**src/rtl/cpu_pkg.sv**
```systemverilog
// Shared CPU constants: opcode encodings and instruction-register field positions.
package cpu_pkg;

   localparam logic [5:0] OP_NOP = 6'b000000;
   localparam logic [5:0] OP_J   = 6'b000010;
   localparam logic [5:0] OP_BEQ = 6'b000100;
   localparam logic [5:0] OP_BNE = 6'b000101;
   localparam logic [5:0] OP_LWI = 6'b100001;
   localparam logic [5:0] OP_SWI = 6'b101001;
   localparam logic [5:0] OP_LI  = 6'b001111;

   localparam int OP_MSB  = 31;
   localparam int OP_LSB  = 26;
   localparam int RS_MSB  = 25;
   localparam int RS_LSB  = 21;
   localparam int RT_MSB  = 20;
   localparam int RT_LSB  = 16;
   localparam int RD_MSB  = 15;
   localparam int RD_LSB  = 11;
   localparam int IMM_MSB = 15;
   localparam int JMP_MSB = 25;

endpackage

```
**src/rtl/pc_ir_unit_en_reg.sv**
```systemverilog
// Register with load enable and asynchronous reset to a parameterised value.
module en_reg #(
   parameter int           W   = 32,
   parameter logic [W-1:0] RST = '0
) (
   input  logic         Clk,
   input  logic         Reset,
   input  logic         en,
   input  logic [W-1:0] d,
   output logic [W-1:0] q
);

   always_ff @(posedge Clk or posedge Reset) begin
      if (Reset)
         q <= RST;
      else if (en)
         q <= d;
   end

endmodule

```
**src/rtl/pc_ir_unit.sv**
```systemverilog
// PC / IR / ALU-result holding stage of the multicycle CPU; branch resolution
// happens here, sequencing is left entirely to the control FSM.
module pc_ir_unit
   import cpu_pkg::*;
#(
   parameter int DW       = 32,
   parameter int PCW      = 16,
   parameter int RESET_PC = 0,
   parameter int CNTW     = 16
) (
   input  logic            Clk,
   input  logic            Reset,
   input  logic            PCSource,
   input  logic            PCWrite,
   input  logic            BEQcontrol,
   input  logic            BNEcontrol,
   input  logic            IRWrite,
   input  logic [31:0]     InstrData,
   input  logic [DW-1:0]   AluResult,
   input  logic            AluZero,
   output logic [PCW-1:0]  PC,
   output logic [31:0]     IR,
   output logic [5:0]      Opcode,
   output logic [4:0]      Rs,
   output logic [4:0]      Rt,
   output logic [4:0]      Rd,
   output logic [15:0]     Imm16,
   output logic [DW-1:0]   ImmSE,
   output logic [25:0]     JumpField,
   output logic [DW-1:0]   AluOut,
   output logic            BranchTaken,
   output logic [CNTW-1:0] InstrCount,
   output logic            CtrlErr
);

   logic           br_take;
   logic           pc_en;
   logic [PCW-1:0] pc_next;

   assign br_take = (BEQcontrol & AluZero) | (BNEcontrol & ~AluZero);
   assign pc_en   = PCWrite | br_take;
   // AluOut is the pre-edge value, so a target latched at decode survives the compare cycle
   assign pc_next = PCSource ? AluOut[PCW-1:0] : AluResult[PCW-1:0];

   en_reg #(.W(PCW), .RST(PCW'(RESET_PC))) u_pc (
      .Clk   (Clk),
      .Reset (Reset),
      .en    (pc_en),
      .d     (pc_next),
      .q     (PC)
   );

   en_reg #(.W(32), .RST(32'd0)) u_ir (
      .Clk   (Clk),
      .Reset (Reset),
      .en    (IRWrite),
      .d     (InstrData),
      .q     (IR)
   );

   assign Opcode    = IR[OP_MSB:OP_LSB];
   assign Rs        = IR[RS_MSB:RS_LSB];
   assign Rt        = IR[RT_MSB:RT_LSB];
   assign Rd        = IR[RD_MSB:RD_LSB];
   assign Imm16     = IR[IMM_MSB:0];
   assign ImmSE     = {{(DW-16){IR[IMM_MSB]}}, IR[IMM_MSB:0]};
   assign JumpField = IR[JMP_MSB:0];

   always_ff @(posedge Clk or posedge Reset) begin
      if (Reset) begin
         AluOut      <= '0;
         BranchTaken <= 1'b0;
         InstrCount  <= '0;
         CtrlErr     <= 1'b0;
      end else begin
         AluOut      <= AluResult;
         // an unconditional write alongside a branch is a jump, not a taken branch
         BranchTaken <= br_take & ~PCWrite;
         if (IRWrite)
            InstrCount <= InstrCount + CNTW'(1);
         if (BEQcontrol & BNEcontrol)
            CtrlErr <= 1'b1;
      end
   end

endmodule

```
**config.mk**
```make
export PLATFORM = sky130hd
export DESIGN_NAME = pc_ir_unit
export DESIGN_NICKNAME = d
export VERILOG_FILES = /design/src/rtl/cpu_pkg.sv /design/src/rtl/pc_ir_unit_en_reg.sv /design/src/rtl/pc_ir_unit.sv
export SDC_FILE = /design/constraint.sdc
export NUM_CORES = 1
export LEC_CHECK = 0
export CELL_PAD_IN_SITES_DETAIL_PLACEMENT = 1
export CELL_PAD_IN_SITES_GLOBAL_PLACEMENT = 1
export CORE_ASPECT_RATIO = 1.4
export CORE_MARGIN = 5
export CORE_UTILIZATION = 30
export DETAILED_ROUTE_END_ITERATION = 10
export GPL_ROUTABILITY_DRIVEN = 0
export PLACE_DENSITY = 0.89
export SLEW_MARGIN = 5
export SYNTH_ARGS = -nofsm -noshare
export SYNTH_HDL_FRONTEND = slang
export SYNTH_SLANG_ARGS = --single-unit
export TNS_END_PERCENT = 20
```
**constraint.sdc**
```tcl
create_clock -name Clk -period 9.11 [get_ports Clk]
set_input_delay 2.733 -clock Clk [delete_from_list [all_inputs] [get_ports Clk]]
set_output_delay 2.733 -clock Clk [all_outputs]
set_load 0.02 [all_outputs]
```
### Yosys cells after proc, flatten, opt, wreduce, memory -nomap -nowiden

Cells that the tools add are included.
Widths: inputs -> output; s select.

* register bits after elaboration: 98
* bits in latches: 0
* RAM bits: 0
* memory bits (read-only): 0
* input port bits: 72
* output and inout bits: 193
* memories: 0

* $add $sub $neg: 1
* $mul: 0
* divide/modulo/power cells: 0
* magnitude comparators: 0
* equality and inequality tests: 0
* shifts and indexed selects: 0
* muxes and demuxes: 1
* bitwise operators: 8
* reductions and logical operators: 0

Operators with widths (count)
* $add 16x1->16 const B: 1
* $mux 16: 1
* $and 1x1->1: 4
* $not 1->1: 2
* $or 1x1->1: 2

### Depth between registers and ports, before layout

* depth in word-level cells: 4
* gate-level depth with buffers: 5

### Cells and area by module

A second synthesis with hierarchy kept.

* cells, all modules: 310
* area, all modules: 4480.5 um^2

By module, submodules not included
* pc_ir_unit: times used 1, cells an instance 206, area each 2478.6 um^2, seq. area each 1251.2 um^2
* en_reg at u_ir: times used 1, cells an instance 69, area each 1348.8 um^2, seq. area each 800.8 um^2
* en_reg at u_pc: times used 1, cells an instance 35, area each 653.1 um^2, seq. area each 400.4 um^2

### Least setup slack after synthesis

No wires, ideal clock.

* path kind: input port to flip-flop
* start point: input AluZero
* end point: register u_pc.q[10]
* library setup time: 0.128 ns
* arrival time: 3.676 ns
* required time: 8.982 ns
* setup slack: 5.307 ns
* stages: 5
* buffers on the path: 2
* cells stage by stage: mux2i_1 > nor2b_1 > buf_2 > buf_6 > mux2_1

* word-level cells in the longest chain between the ends: 4
* elaborated cells on any way between the ends: 5
* those cells by class: bitwise (5)

Ends and longest elaborated chain
* start, declared: line pc_ir_unit.sv:20 `input logic AluZero,`
* $not 1->1: line pc_ir_unit.sv:40 `assign br_take = (BEQcontrol & AluZero) | (BNEcontrol & ~AluZero);`
* $and 1x1->1: line pc_ir_unit.sv:40
* $or 1x1->1 (*): line pc_ir_unit.sv:40
* $or 1x1->1 (*): line pc_ir_unit.sv:41 `assign pc_en = PCWrite | br_take;`
* end signal, assigned: line pc_ir_unit_en_reg.sv:15 `q <= RST;`
* end signal, assigned: line pc_ir_unit_en_reg.sv:17 `q <= d;`
* end, declared: line pc_ir_unit_en_reg.sv:10 `output logic [W-1:0] q`

Every way passes the cells marked *; elsewhere a longest branch is shown, timed or not.
A chain may end at the register's enable or synchronous reset.

### Worst setup path in the final report

* start point: register u_ir.q[15]
* end point: output ImmSE[26]

RTL lines
* start, declared: line pc_ir_unit_en_reg.sv:10
* start signal, assigned: line pc_ir_unit_en_reg.sv:15
* start signal, assigned: line pc_ir_unit_en_reg.sv:17
* end, declared: line pc_ir_unit.sv:28 `output logic [DW-1:0] ImmSE,`

No word-level cell between the ends.

==> reports/metrics.cfg <==
[timing]
slew_headroom_pct=39.4
finClkSkew_ns=0.00673
tightest_slew_ns=0.909
setup_viol=0
fin_crit_ns=4.48
slew_viol_final=0
rsz0062_at_grt=no
hold_viol=0
fin_setup_tns_ns=0
post-route-period-util_pct=49.1
max_freq_mhz=223

[floorplanning]
dieHeight_um=152
die-width_um=111
start_util_pct=30.8
ios=265
core_um2=14000
dieArea_um2=16900
std_cell_rows=51

[worst_setup_path]
rr_endpoint=InstrCount[14]$_DFFE_PP0P_
crit_required_ns=6.38
arrival_ns=1.74
endpoint=ImmSE[26]
rr_worst_depth=4
crit_family=buffers and inverters
path_class=register to output port
crit_chain=clkdlybuf4s50_1
crit_fanout=22
crit-reg2reg-launch=InstrCount[0]$_DFFE_PP0P_
end_kind=output port
slowest_stage=clkdlybuf4s50_1
cp-startpoint=u_ir.q[15]$_DFFE_PP0P_
cp_num_buf_inv=1
ff2ff_setup_slack_ns=7.66
cp.depth=1
slowest_delay_ns=0.73
cp-start-kind=register

[place]
dp.cells=660
port_buffers=264
dp_hpwl_mm=10.2

[logic_synthesis]
synth_cells=312
syn_area_um2=4300
synth_nets=385
ys_seq_elements=98
synth_area_leaders=dfrtp_1, buf_4, mux2_2, mux2_1, xor2_1
yosysTopAreaCell=dfrtp_1
synth_top_cell_area_share_pct=57.0
ys_warn_count=0
avgSynthCellArea_um2=13.8
ys_seq_area_share_pct=57.0
ys_types=22

[finish]
final_cell_mix=clkdlybuf4s50_1, dfrtp_1, mux2_2, xor2_1, mux2_1
final_cells=676
final_core_util_pct=48.1
final_common_cell=clkdlybuf4s50_1
diodes=0
fillers=1447
area_growth_pct=56.1
final_layout_size_suffix_gt1_share_pct=16.1
fin_nets=559

[detailed_routing]
wirelength_mm=12.6
routedWlPerCell_um=18.6
final_antenna_net_count=0
top_layer=met4
num_vias=2897
drt-initial-drc-count=76
drtPass1Iterations=4
drc=0
wl_met2_mm=6.85
met1Wirelength_mm=4.41
via_per_inst=4.29
met3WireLength_mm=1.04

[clock_tree]
path_clk_slew_ns=0.07
cts_num_sinks=98
numCtsBuffers=9
hold_buffers=0
h-tree-depth=3
cts_root_buf=clkbuf_16
clock_path_buffers=2
cts_setup_buffers=0
cts_resized=0
cts_tree=done
clkLatencyLatePin_ns=0.33

[pwr]
total_power_mw=1.32
peakVddDrop_uv=105
powerDensity_nw_per_um2=196
leakage_nw=2.76

[global_route]
grt_antenna_before_repair=0
grt_overflow=0
grt_pass1_vias=3332
grt_pass1_wl_mm=19.5
grt_start_max_net_pins=58
grt_use_total_pct=14.6

[hold_path]
hold_path.startpoint=CtrlErr$_DFFE_PP0P_
hold_class=register to register

[status]
status=finished, final reports clean

[run]
maxCapViolCount=0

flip-flops by register name, summed over array words and instances, names as in the netlist:
name,count
AluOut,32
u_ir.q,32
InstrCount,16
u_pc.q,16
BranchTaken,1
CtrlErr,1
routing by layer:
| layer | GRT usage [%] | up-vias |
|---|---|---|
| li1 | - | 1289 |
| met1 | 15.3 | 1441 |
| met2 | 27.6 | 151 |
| met3 | 5.09 | 16 |
| met4 | 4.50 | 0 |
| met5 | 0 | - |
Yosys cell counts:
| cell type | n |
|---|---|
| dfrtp_1 | 98 |
| buf_4 | 96 |
| mux2_2 | 55 |
| xor2_1 | 11 |
| mux2_1 | 10 |
| nand2_1 | 8 |
| buf_2 | 5 |
| nor2_1 | 4 |
| xnor2_1 | 4 |
| nand4_1 | 3 |
| nor3_1 | 3 |
| buf_6 | 2 |
| nand4_4 | 2 |
| nor4_1 | 2 |
| nor4_2 | 2 |
| a21o_1 | 1 |
| and3_1 | 1 |
| ha_1 | 1 |
| inv_1 | 1 |
| mux2i_1 | 1 |
| nand4_2 | 1 |
| nor2b_1 | 1 |
worst min-delay path by stage:
stage                                      to  depth (start not counted)
after CTS                 CtrlErr$_DFFE_PP0P_                          1
final                     CtrlErr$_DFFE_PP0P_                          1
after detailed placement  CtrlErr$_DFFE_PP0P_                          1
after global placement    CtrlErr$_DFFE_PP0P_                          1
after floorplan           CtrlErr$_DFFE_PP0P_                          1
after global routing      CtrlErr$_DFFE_PP0P_                          1
final cells by class:
cell class / instances / area [um^2] / area share (%)
flip-flops and latches: 98 / 2450 / 36.5
inverters: 1 / 6.26 / 0.0932
well taps: 185 / 231 / 3.45
repair buffers: 266 / 2650 / 39.5
clock buffers: 10 / 229 / 3.41
multi-input cells: 110 / 1080 / 16.0
clock inverters: 6 / 66.3 / 0.988
cell families (layout without fill, tap and decap cells):
group           Yosys count  in the layout  share of synthesized area, %
compound gates            1              1                         0.175
xor+xnor                 15             15                          3.05
buf+inv                 104            283                          17.9
fa+ha+maj                 1              1                         0.291
simple gates             27             27                          4.28
flops                    98             98                          57.0
mux                      66             66                          17.2
where the power goes:
part | internal, mW | total, mW | leakage, nW | switching (mW)
registers | 0.480 | 0.535 | 1.17 | 0.0550
clock network | 0.214 | 0.374 | 0.140 | 0.160
logic | 0.211 | 0.408 | 1.46 | 0.197
per-stage QoR:
step	worst slack, ns	hold WS (ns)	instance area, um^2
2_1_floorplan	3.81	0.565	4300
3_5_place_dp	4.54	0.463	6420
4_1_cts	4.59	0.483	6720
6_report	4.63	0.476	6720
5_1_grt	4.51	0.490	6720
3_3_place_gp	4.60	0.445	6420
Power figures use the tool's default switching activity.
